===== src/rtl/mc_controller_ext.sv =====
// Multicycle ARM-subset control unit: main FSM, instruction decoder, conditional execution,
// and a variable-latency multiply path with watchdog and optional high-word write-back.
module mc_controller_ext #(
   parameter int unsigned MUL_TIMEOUT = 32,
   parameter logic        LONG_EN     = 1'b1
) (
   input  logic        clk,
   input  logic        reset,
   input  logic [27:0] Instr,
   input  logic [3:0]  Rd,
   input  logic [3:0]  ALUFlags,
   input  logic        MulDone,
   output logic        PCWrite,
   output logic        MemWrite,
   output logic        RegWrite,
   output logic        IRWrite,
   output logic        AdrSrc,
   output logic [1:0]  RegSrc,
   output logic [1:0]  ALUSrcA,
   output logic [1:0]  ALUSrcB,
   output logic [1:0]  ResultSrc,
   output logic [1:0]  ImmSrc,
   output logic [3:0]  ALUControl,
   output logic        MulStart,
   output logic        WbHi,
   output logic        MulErr,
   output logic [3:0]  state
);

   localparam int unsigned CW = $clog2(MUL_TIMEOUT + 1);

   typedef enum logic [3:0] {
      S_FETCH   = 4'd0,  S_DECODE = 4'd1,  S_MEMADR  = 4'd2,  S_MEMRD  = 4'd3,
      S_MEMWB   = 4'd4,  S_MEMWR  = 4'd5,  S_EXECR   = 4'd6,  S_EXECI  = 4'd7,
      S_ALUWB   = 4'd8,  S_BRANCH = 4'd9,  S_MULWAIT = 4'd10, S_ALUWB2 = 4'd11
   } state_t;

   state_t          cur_state, nxt_state;
   logic [3:0]      flags;
   logic            cond_ex, cond_ex_reg;
   logic [CW-1:0]   wait_cnt;
   logic            timeout;

   // Instr carries bits [31:4] of the instruction word, so full bit b sits at Instr[b-4].
   logic [3:0] cond;
   logic [1:0] op;
   logic       ibit, sbit, b23, b22;
   logic [3:0] cmd;
   logic       is_mul, is_long, rd15;
   logic [3:0] dp_alu, mul_alu, op_alu;
   logic       dp_arith, dp_cmp, dp_nz_w, dp_cv_w, alu_wr;
   logic       unused_bits;

   assign cond        = Instr[27:24];
   assign op          = Instr[23:22];
   assign ibit        = Instr[21];
   assign cmd         = Instr[20:17];
   assign sbit        = Instr[16];
   assign b23         = Instr[19];
   assign b22         = Instr[18];
   assign unused_bits = ^Instr[15:4];

   assign is_mul  = (op == 2'b00) && !ibit && (Instr[3:0] == 4'b1001);
   assign is_long = is_mul && b23 && LONG_EN;
   assign mul_alu = is_long ? (b22 ? 4'b0110 : 4'b0101) : 4'b0100;
   assign rd15    = (Rd == 4'hF);

   always_comb begin
      dp_alu   = 4'b0000;
      dp_arith = 1'b0;
      dp_cmp   = 1'b0;
      unique case (cmd)
         4'b0100: begin dp_alu = 4'b0000; dp_arith = 1'b1; end
         4'b0010: begin dp_alu = 4'b0001; dp_arith = 1'b1; end
         4'b0000: dp_alu = 4'b0010;
         4'b1100: dp_alu = 4'b0011;
         4'b1010: begin dp_alu = 4'b0001; dp_arith = 1'b1; dp_cmp = 1'b1; end
         default: dp_alu = 4'b0000;
      endcase
   end

   assign dp_nz_w = sbit || dp_cmp;
   assign dp_cv_w = dp_nz_w && dp_arith;
   assign op_alu  = is_mul ? mul_alu : dp_alu;
   assign alu_wr  = is_mul || !dp_cmp;

   always_comb begin
      logic n, z, c, v;
      {n, z, c, v} = flags;
      unique case (cond)
         4'h0: cond_ex = z;
         4'h1: cond_ex = !z;
         4'h2: cond_ex = c;
         4'h3: cond_ex = !c;
         4'h4: cond_ex = n;
         4'h5: cond_ex = !n;
         4'h6: cond_ex = v;
         4'h7: cond_ex = !v;
         4'h8: cond_ex = c && !z;
         4'h9: cond_ex = !c || z;
         4'hA: cond_ex = (n == v);
         4'hB: cond_ex = (n != v);
         4'hC: cond_ex = !z && (n == v);
         4'hD: cond_ex = z || (n != v);
         4'hE: cond_ex = 1'b1;
         default: cond_ex = 1'b0;
      endcase
   end

   assign timeout = (wait_cnt == CW'(MUL_TIMEOUT - 1));

   always_ff @(posedge clk or negedge reset) begin
      if (!reset) cur_state <= S_FETCH;
      else        cur_state <= nxt_state;
   end

   always_ff @(posedge clk or negedge reset) begin
      if (!reset) begin
         flags       <= '0;
         cond_ex_reg <= 1'b0;
         wait_cnt    <= '0;
         MulErr      <= 1'b0;
      end else begin
         if (cur_state == S_DECODE) cond_ex_reg <= cond_ex;
         wait_cnt <= (cur_state == S_MULWAIT) ? wait_cnt + CW'(1) : '0;
         if (cur_state == S_MULWAIT && !MulDone && timeout) MulErr <= 1'b1;
         if (cond_ex_reg) begin
            if (cur_state == S_EXECR || cur_state == S_EXECI) begin
               if (dp_nz_w) flags[3:2] <= ALUFlags[3:2];
               if (dp_cv_w) flags[1:0] <= ALUFlags[1:0];
            end else if (cur_state == S_ALUWB && is_mul && sbit) begin
               flags[3:2] <= ALUFlags[3:2];
            end
         end
      end
   end

   always_comb begin
      nxt_state = cur_state;
      unique case (cur_state)
         S_FETCH:   nxt_state = S_DECODE;
         S_DECODE: begin
            if      (op == 2'b01) nxt_state = S_MEMADR;
            else if (op == 2'b10) nxt_state = S_BRANCH;
            else if (is_mul)      nxt_state = S_MULWAIT;
            else if (ibit)        nxt_state = S_EXECI;
            else                  nxt_state = S_EXECR;
         end
         S_MEMADR:  nxt_state = sbit ? S_MEMRD : S_MEMWR;
         S_MEMRD:   nxt_state = S_MEMWB;
         S_EXECR,
         S_EXECI:   nxt_state = S_ALUWB;
         S_ALUWB:   nxt_state = is_long ? S_ALUWB2 : S_FETCH;
         // MulDone takes priority over an expiring watchdog in the same cycle.
         S_MULWAIT: begin
            if      (MulDone) nxt_state = S_ALUWB;
            else if (timeout) nxt_state = S_FETCH;
         end
         default:   nxt_state = S_FETCH;
      endcase
   end

   always_comb begin
      PCWrite    = 1'b0;
      MemWrite   = 1'b0;
      RegWrite   = 1'b0;
      IRWrite    = 1'b0;
      AdrSrc     = 1'b0;
      ALUSrcA    = 2'b00;
      ALUSrcB    = 2'b00;
      ResultSrc  = 2'b00;
      ALUControl = 4'b0000;
      MulStart   = 1'b0;
      WbHi       = 1'b0;
      unique case (cur_state)
         S_FETCH: begin
            IRWrite = 1'b1; PCWrite = 1'b1;
            ALUSrcA = 2'b01; ALUSrcB = 2'b10; ResultSrc = 2'b10;
         end
         S_DECODE: begin
            ALUSrcA = 2'b01; ALUSrcB = 2'b10; ResultSrc = 2'b10;
            MulStart = is_mul;
         end
         S_MEMADR:  ALUSrcB = 2'b01;
         S_MEMRD:   AdrSrc = 1'b1;
         S_MEMWB: begin
            ResultSrc = 2'b01;
            RegWrite  = cond_ex_reg;
            PCWrite   = cond_ex_reg && rd15;
         end
         S_MEMWR: begin
            AdrSrc   = 1'b1;
            MemWrite = cond_ex_reg;
         end
         S_EXECR:   ALUControl = op_alu;
         S_EXECI: begin
            ALUSrcB    = 2'b01;
            ALUControl = op_alu;
         end
         S_MULWAIT: ALUControl = op_alu;
         S_ALUWB: begin
            ALUControl = op_alu;
            RegWrite   = cond_ex_reg && alu_wr;
            PCWrite    = cond_ex_reg && alu_wr && rd15;
         end
         S_ALUWB2: begin
            ALUControl = op_alu;
            RegWrite   = cond_ex_reg;
            WbHi       = 1'b1;
         end
         S_BRANCH: begin
            ALUSrcA = 2'b10; ALUSrcB = 2'b01; ResultSrc = 2'b10;
            PCWrite = cond_ex_reg;
         end
         default: ;
      endcase
   end

   assign RegSrc = {op == 2'b01, op == 2'b10};
   assign ImmSrc = op;
   assign state  = cur_state;

endmodule


===== config.mk =====
export PLATFORM = sky130hd
export DESIGN_NAME = mc_controller_ext
export DESIGN_NICKNAME = d
export VERILOG_FILES = /design/src/rtl/mc_controller_ext.sv
export SDC_FILE = /design/constraint.sdc
export NUM_CORES = 1
export LEC_CHECK = 0
export BUFFER_PORTS_ARGS = -buffer_cell sky130_fd_sc_hd__buf_2
export CORE_UTILIZATION = 47
export CTS_CLUSTER_DIAMETER = 100
export DETAILED_ROUTE_END_ITERATION = 8
export GPL_TIMING_DRIVEN = 0
export PLACE_DENSITY_LB_ADDON = 0.12
export SLEW_MARGIN = 10
export SYNTH_ARGS = -nofsm -noshare
export SYNTH_HDL_FRONTEND = slang
export SYNTH_SLANG_ARGS = --single-unit

===== constraint.sdc =====
create_clock -name clk -period 3.85 [get_ports clk]
set_input_delay 0.77 -clock clk [delete_from_list [all_inputs] [get_ports clk]]
set_output_delay 0.77 -clock clk [all_outputs]
set_load 0.005 [all_outputs]

==> results of run 1 <==
-- power groups by stage --
stage          Combinational, mW  Clock, mW  Sequential (mW)
2_1_floorplan              0.286          0            0.250
4_1_cts                    0.442      0.111            0.259
3_5_place_dp               0.441          0            0.263
6_report                   0.445      0.106            0.262
5_1_grt                    0.494      0.115            0.270
3_3_place_gp               0.429          0            0.263
-- placed cells by master, fill, tap and decap left out, drive strengths merged, types with 6 or more instances in the layout --
cell type / count
o21ai: 9
and3: 6
dfrtp: 16
nor2b: 7
buf: 58
clkbuf: 9
nand3: 6
inv: 10
nor2: 17
nand2: 8
-- critical path, stage by stage --
cell     delay [ns]
buf_2          0.13
nor3_2         0.38
and2_1         0.29
o32ai_1        0.11
nor2b_1        0.13
buf_2          0.12
-- final timing paths --
path	start	endpoint	slack, ns	cells past startpoint
hold reg to reg	MulErr	MulErr	0.49	1
hold / removal	reset	state[3]	0.38	1
setup reg to reg	state[3]	flags[3]	2.02	5
setup / recovery	Instr[22]	ALUControl[0]	1.15	6
max in group asynchronous	reset	flags[1]	3.21	1
min in group clk	MulErr	MulErr	0.49	1
-- layout make-up --
class	count	area [µm²]
clock buffer	4	36.3
inverter	10	37.5
timing repair buffer	51	255
multi-input combinational	126	861
buffer	12	63.8
tap	31	38.8
fill	257	1060
sequential	16	400
-- metrics by stage --
stage          hold WS [ns]  area [µm²]  total power, mW  utilization, %
2_1_floorplan         0.447        1360            0.536               -
3_3_place_gp          0.448        1660            0.692            60.1
3_5_place_dp          0.467        1660            0.703            60.1
4_1_cts               0.377        1690            0.812            61.4
5_1_grt               0.387        1690            0.880            61.4
6_report              0.378        1690            0.813            61.4
-- cells by family after synthesis --
group | count (synthesis)
AOI/OAI and AO/OA | 37
xor gates and xnor gates | 8
adders and majority gates | 2
buffers and inverters | 22
DFF | 16
muxes | 6
other | 1
and+or+nand+nor | 72
-- layer usage --
metal	vias to the layer above	wire length [µm]	global-route usage, %
met2	60	1710	40.6
met3	8	235	2.79
li1	714	-	-
met1	675	1470	28.9
met5	-	0	0
met4	0	28	6.97
==> impl_metrics.ini, run 1 <==
[route]
wire_per_inst_um = 13.8
drc = 0
firstDrtPassIters = 5
wirelength_um = 3450
vias = 1457
final_antenna_net_count = 0
drt_iter0_drc = 60
vias_per_cell = 5.83

[critical_path]
cp_data_required_time_ns = 3.08
critical_path_class = in -> out
cp.arrival_ns = 1.93
startpoint_type = input port
end_kind = primary output
worstPathMaxFanout = 7

[timing]
min_period_ns = 2.70
final.setup_skew_ns = 0.00774
fmaxAchievable_mhz = 370
hold_viol = 0
slew_violations = 0
setup_viol_count_final = 0
tns_ns = 0
fin_ws_ns = 1.15
finalCritPeriodShare_pct = 70.2
rsz0062_at_grt = false

[clock_tree]
cts_made_buffers = 3
cts_buffer_depth = 2
root_buffer = clkbuf_4
cts_tree = yes
cts_setup_buffers = 0
worstSkewPairLatency_ns = 0.28
path_clk_slew_ns = 0.09
cts_resized = 0
h-tree-depth = 1
hold_buffers = 0
cts_sinks = 16

[logic_synthesis]
synthCells = 164
yosysWarnings = 0
synth_nets = 204
synth_compound_area_share_pct = 20.0
synth.largest_area_cell = dfrtp_1
synthFlopType = dfrtp_1
synth_most_common_cell = nor2_1
synthXorXnorAreaFrac_pct = 5.14
yosysSeqAreaShare_pct = 29.4
syn_area_mm2 = 0.00136
ys_types = 54
synth_edf_count = 0
synth-async-reset-ratio_pct = 100
synth_top_area_share_pct = 29.4
synth_top_family_by_area = simple AND/OR/NAND/NOR gates
synthAdderAreaFrac_pct = 1.65
avgSynthCellArea_um2 = 8.31
synth_top_cells_by_count = 17 x nor2_1, 16 x dfrtp_1, 10 x inv_1
synthTopCellsByArea = dfrtp_1 29%, nor2_1 4.7%, o21ai_0 3.3%, xnor2_1 3.2%, and3_1 2.8%
ys_ff_latch = 16
synthSimpleGateAreaFrac_pct = 30.8
synthMuxAreaShare_pct = 5.33

[finish]
areaGrowthSynthToFinish_pct = 24.2
antenna_cells = 0
top_register = wait_cnt
drive_above_1_share_pct = 32.4
largest_register_ffs = 6
final_cells = 250
fin_nets = 260

[pwr]
power_density_mw_per_mm2 = 480
leakage_nw = 0.844
p_int_uw = 472
p_seq_share_pct = 32.2
peakVddDrop_mv = 0.367
comb_power_share_pct = 54.7
switchingPower_uw = 341
sw_frac_of_total_pct = 41.9
p_clk_share_pct = 13.0

[global_route]
grt_pass1_wl_um = 5790
grt_antenna_before_repair = 0
grt_overflow_total = 0
grt_max_degree = 17
track_usage_pct = 22.8
grt_pass1_vias = 1321

[place]
gp_congestion = 0.859
dp_cells = 246
hpwl_um = 2720
dp_slack_ns = 1.17
io_buffer_count = 51

[outcome]
outcome = finished clean

[die]
io_pins = 65
core_area_mm2 = 0.00276
die_h_um = 55.8
start_util_pct = 49.4
fp.dieW_um = 55.8
dieArea_mm2 = 0.00312
rows = 19

[run]
drv_cap = 0

[worst_hold_path]
min_path_type = in -> async
Note: power is estimated with default switching activity, not from simulation.
==> run 2: changes to the inputs <==
--- a/config.mk
+++ b/config.mk
@@ -6,7 +6,7 @@
 export NUM_CORES = 1
 export LEC_CHECK = 0
 export BUFFER_PORTS_ARGS = -buffer_cell sky130_fd_sc_hd__buf_2
-export CORE_UTILIZATION = 47
+export CORE_UTILIZATION = 46
 export CTS_CLUSTER_DIAMETER = 100
 export DETAILED_ROUTE_END_ITERATION = 8
 export GPL_TIMING_DRIVEN = 0
==> constraint.sdc (replaced) <==
create_clock -name clk -period 2.63 [get_ports clk]
set_input_delay 0.526 -clock clk [delete_from_list [all_inputs] [get_ports clk]]
set_output_delay 0.526 -clock clk [all_outputs]
set_load 0.005 [all_outputs]
==> run 2 against run 1 <==
Net effect: combinational power grew 45%; count of clock-buffer cells in the layout stayed put; clock skew hardly changed; worst hold slack worse by 0.24 ns; sequential share of layout area unchanged; total power up 46%; largest power group unchanged; sequential cell count unchanged.
==> impl_metrics.ini, run 2 (synthesis gave the netlist of run 1 again) <==
[clock_tree]
path_clk_slew_ns = 0.10
cts_setup_buffers = 0
cts_sinks = 16
cts_buffer_depth = 2
worstSkewPairLatency_ns = 0.28
cts_made_buffers = 3
h-tree-depth = 1
root_buffer = clkbuf_4
hold_buffers = 0
cts_tree = yes
cts_resized = 0

[pwr]
power_density_mw_per_mm2 = 702
switchingPower_uw = 497
p_clk_share_pct = 13.5
sw_frac_of_total_pct = 41.8
peakVddDrop_mv = 0.450
p_int_uw = 691
p_seq_share_pct = 32.3
comb_power_share_pct = 54.3
leakage_nw = 0.844

[timing]
fmaxAchievable_mhz = 433
setup_viol_count_final = 0
rsz0062_at_grt = false
tns_ns = 0
min_period_ns = 2.31
slew_violations = 0
hold_viol = 0
finalCritPeriodShare_pct = 87.9
final.setup_skew_ns = 0.00824

[route]
vias_per_cell = 5.84
wl_met2_um = 1620
wl_met3_um = 153
vias = 1460
firstDrtPassIters = 4
drc = 0
final_antenna_net_count = 0
wirelength_met1_um = 1550
drt_iter0_drc = 61
wirelength_um = 3350
wire_per_inst_um = 13.4
routed.top_layer = met4

[global_route]
grt_overflow_total = 0
grt_pass1_wl_um = 5750
grt_max_degree = 17
grt_pass1_vias = 1310
track_usage_pct = 22.2
grt_antenna_before_repair = 0

[finish]
top_register = wait_cnt
final_area_mm2 = 0.00169
largest_register_ffs = 6
layout_commonest_cell = buf_2
antenna_cells = 0
fin_nets = 260
final_cell_mix = 54 x buf_2, 17 x nor2_1, 16 x dfrtp_1
drive_above_1_share_pct = 32.4
areaGrowthSynthToFinish_pct = 24.2

[die]
start_util_pct = 49.0
dieArea_mm2 = 0.00318
rows = 19
fp.dieW_um = 56.4
core_area_mm2 = 0.00278
io_pins = 65
die_h_um = 56.4

[run]
drv_cap = 0

[critical_path]
end_kind = primary output
rrSetupSlack_ns = 0.85
critical_path_class = reg -> out
cp_data_required_time_ns = 2.10
cp.arrival_ns = 1.79
worstPathMaxFanout = 9
startpoint_type = register

[place]
io_buffer_count = 51
gp_congestion = 0.842
placed_area_mm2 = 0.00166
hpwl_um = 2660

[worst_hold_path]
min_path_type = in -> async

[outcome]
outcome = finished clean
[run 2: area by class of cell]
type,instances,area [µm²]
buffer,12,63.8
clock buffer,4,36.3
fill,254,1090
inverter,10,37.5
multi-input combinational,126,861
sequential,16,400
tap,31,38.8
timing repair buffer,51,255
[run 2: power by group through the flow]
| stage | sequential, mW | combinational [mW] | clock [mW] |
|---|---|---|---|
| floorplan | 0.367 | 0.418 | 0 |
| global placement | 0.382 | 0.631 | 0 |
| detailed placement | 0.386 | 0.644 | 0 |
| CTS | 0.382 | 0.646 | 0.166 |
| global route | 0.397 | 0.724 | 0.181 |
| finish | 0.383 | 0.645 | 0.160 |
[run 2: worst max-delay path, cell delays in order, from the launching register on]
cell      delay (ns)
dfrtp_1         0.39
buf_4           0.16
nand2b_1        0.19
nor3_1          0.29
a21oi_1         0.17
o32ai_1         0.14
buf_2           0.16
[run 2: path summary, 6_finish.rpt]
| kind | from | to | cells past startpoint |
|---|---|---|---|
| max | state[2] | PCWrite | 6 |
| min | reset | state[3] | 1 |
| max reg2reg | state[3] | flags[2] | 5 |
| min reg2reg | wait_cnt[0] | wait_cnt[0] | 1 |
| max in group asynchronous | reset | wait_cnt[1] | 1 |
| min in group clk | ALUFlags[3] | flags[3] | 2 |
[run 2: per-stage QoR]
stage               worst slack, ns  cells  total power, mW  hold slack (ns)  util [%]
finish                        0.318    250             1.19            0.135      60.9
global route                  0.151    250             1.30            0.136      60.9
CTS                           0.315    250             1.19            0.139      60.9
detailed placement            0.429    246             1.03            0.459      59.6
global placement              0.478    246             1.01            0.449      59.6
floorplan                     0.729    164            0.785            0.230         -
[run 2: metal layers]
metal  track usage [%]  up-vias
li1                  -      707
met1              30.3      700
met2              37.0       47
met3              3.92        6
met4              4.18        0
met5                 0        -
==> run 3: changes to the inputs <==
--- a/config.mk
+++ b/config.mk
@@ -11,6 +11,7 @@
 export DETAILED_ROUTE_END_ITERATION = 8
 export GPL_TIMING_DRIVEN = 0
 export PLACE_DENSITY_LB_ADDON = 0.12
+export SETUP_SLACK_MARGIN = 0.5
 export SLEW_MARGIN = 10
 export SYNTH_ARGS = -nofsm -noshare
 export SYNTH_HDL_FRONTEND = slang
==> run 3 against run 2 <==
Net effect: worst hold slack is essentially flat; final cell count grew 2.8%; final area grew 10%; highest routed layer unchanged; non-clock buffer count grew 7; critical path type is now in -> out; fmax grew 9.5%; worst setup slack gained 0.20 ns; critical path depth is the same; sequential power grew 4%; count of clock-buffer cells in the layout is the same; largest cell class unchanged; register-to-register slack gained 0.06 ns; sequential cell count is the same; utilization grew 6.2 points.
==> impl_metrics.ini, run 3 (synthesis gave the netlist of run 1 again) <==
[clock_tree]
cts_buffer_depth = 2
cts_made_buffers = 3
root_buffer = clkbuf_4
worstSkewPairLatency_ns = 0.28
cts_sinks = 16
h-tree-depth = 1
path_clk_slew_ns = 0.10
hold_buffers = 0
cts_tree = yes

[route]
wirelength_um = 3620
final_antenna_net_count = 0
drc = 0
drt_iter0_drc = 64
wire_per_inst_um = 14.1
vias_per_cell = 5.74
firstDrtPassIters = 5
vias = 1474

[finish]
final_cell_mix = 53 x buf_2, 17 x nor2_1, 14 x dfrtp_1
layout_commonest_cell = buf_2
final_area_mm2 = 0.00187
multi_input_comb_area_um2 = 953
seqCellArea_um2 = 403
areaGrowthSynthToFinish_pct = 36.9
drive_above_1_share_pct = 42.0
fin_nets = 267
top_register = wait_cnt
largest_register_ffs = 6
fill_cells = 229
antenna_cells = 0

[pwr]
peakVddDrop_mv = 0.582
sw_frac_of_total_pct = 41.4
p_clk_share_pct = 11.7
power_density_mw_per_mm2 = 730
switchingPower_uw = 563
comb_power_share_pct = 59.1
p_int_uw = 798
p_seq_share_pct = 29.1
leakage_nw = 0.916

[die]
die_h_um = 56.4
start_util_pct = 49.0
rows = 19
fp.dieW_um = 56.4
io_pins = 65
dieArea_mm2 = 0.00318
core_area_mm2 = 0.00278

[place]
placed_area_mm2 = 0.00166
io_buffer_count = 51
dp_slack_ns = 0.429
hpwl_um = 2660
gp_congestion = 0.842

[outcome]
outcome = finished clean

[global_route]
grt_pass1_wl_um = 5840
grt_overflow_total = 0
grt_pass1_vias = 1322
grt_max_degree = 17
grt_antenna_before_repair = 0
track_usage_pct = 22.6

[critical_path]
path_common_cell = buf_2
rrSetupSlack_ns = 0.91
worstPathMaxFanout = 7
r2r_cells = 6
r2r_start = state[3]
cp.arrival_ns = 1.59
end_kind = primary output
cp_slowest_cell = and4bb_1
slowest_delay_ns = 0.29
rr_endpoint = flags[2]
startpoint_type = input port
critical_path_class = in -> out
worstPathCellList = buf_2 -> and4bb_1 -> a21bo_4 -> a21oi_4 -> o32ai_2 -> buf_2
cp_data_required_time_ns = 2.10

[timing]
min_period_ns = 2.11
setup_viol_count_final = 0
final.setup_skew_ns = 0.00724
fin_ws_ns = 0.519
tns_ns = 0
hold_viol = 0
finalCritPeriodShare_pct = 80.3
rsz0062_at_grt = true
slew_violations = 0
fmaxAchievable_mhz = 474

[run]
drv_cap = 0

[worst_hold_path]
min_path_type = in -> async
==> run 3: cell types whose count changed in the layout (fill, tap and decap cells not counted), moves of 3 or more <==
cell / before / now
o21ai_0: 9 / 6
clkbuf_1: 5 / 2
o21ai_1: 0 / 3
buf_4: 4 / 11
buf_6: 0 / 3
==> run 3: critical path: cells and delay by family <==
family	cells	cell delay, ns
AOI/OAI and AO/OA	3	0.50
buffers and inverters	2	0.27
and+or+nand+nor	1	0.29
==> run 3: routing by layer <==
| layer | wire length (µm) | track usage, % | up-vias |
|---|---|---|---|
| li1 | - | - | 724 |
| met2 | 1760 | 38.2 | 46 |
| met5 | 0 | 0 | - |
| met3 | 157 | 3.92 | 4 |
| met1 | 1680 | 30.4 | 700 |
| met4 | 21 | 4.18 | 0 |
==> run 3: layout make-up <==
cell class / count / area share [%]
Tap cell: 31 / 2.08
Clock buffer: 4 / 1.95
Timing Repair Buffer: 58 / 16.6
Multi-Input combinational cell: 126 / 51.1
Sequential cell: 16 / 21.6
Inverter: 10 / 2.01
Buffer: 12 / 4.63
==> run 3: what timing repair did <==
item                                    in CTS  in global routing
setup buffers                                1                  6
resized for setup                           10                 31
pin swaps                                    1                  6
endpoints found under the setup margin       8                 11
endpoints found under the hold margin        0                  0
==> run 3: worst max-delay path by stage <==
stage / slack, ns / cells past startpoint / from / endpoint
after detailed placement: 0.43 / 6 / Instr[17] / RegWrite
after CTS: 0.44 / 6 / state[2] / RegWrite
after global placement: 0.48 / 6 / Instr[17] / RegWrite
after global routing: 0.45 / 4 / state[1] / ALUSrcB[0]
after floorplan: 0.73 / 4 / Instr[2] / ALUControl[1]
final: 0.52 / 6 / Instr[19] / PCWrite
==> run 3: power groups by stage <==
stage	clock network [mW]	logic [mW]	registers, mW
after floorplan	0	0.418	0.367
after global placement	0	0.631	0.382
after detailed placement	0	0.644	0.386
after CTS	0.166	0.668	0.384
after global routing	0.181	0.879	0.410
final	0.160	0.805	0.397
==> run 3: through the flow <==
stage	std cells	hold slack, ns	utilization, %	power (mW)
after floorplan	164	0.230	-	0.785
after global placement	246	0.449	59.6	1.01
after detailed placement	246	0.459	59.6	1.03
after CTS	251	0.139	62.1	1.22
after global routing	257	0.136	67.1	1.47
final	257	0.135	67.1	1.36
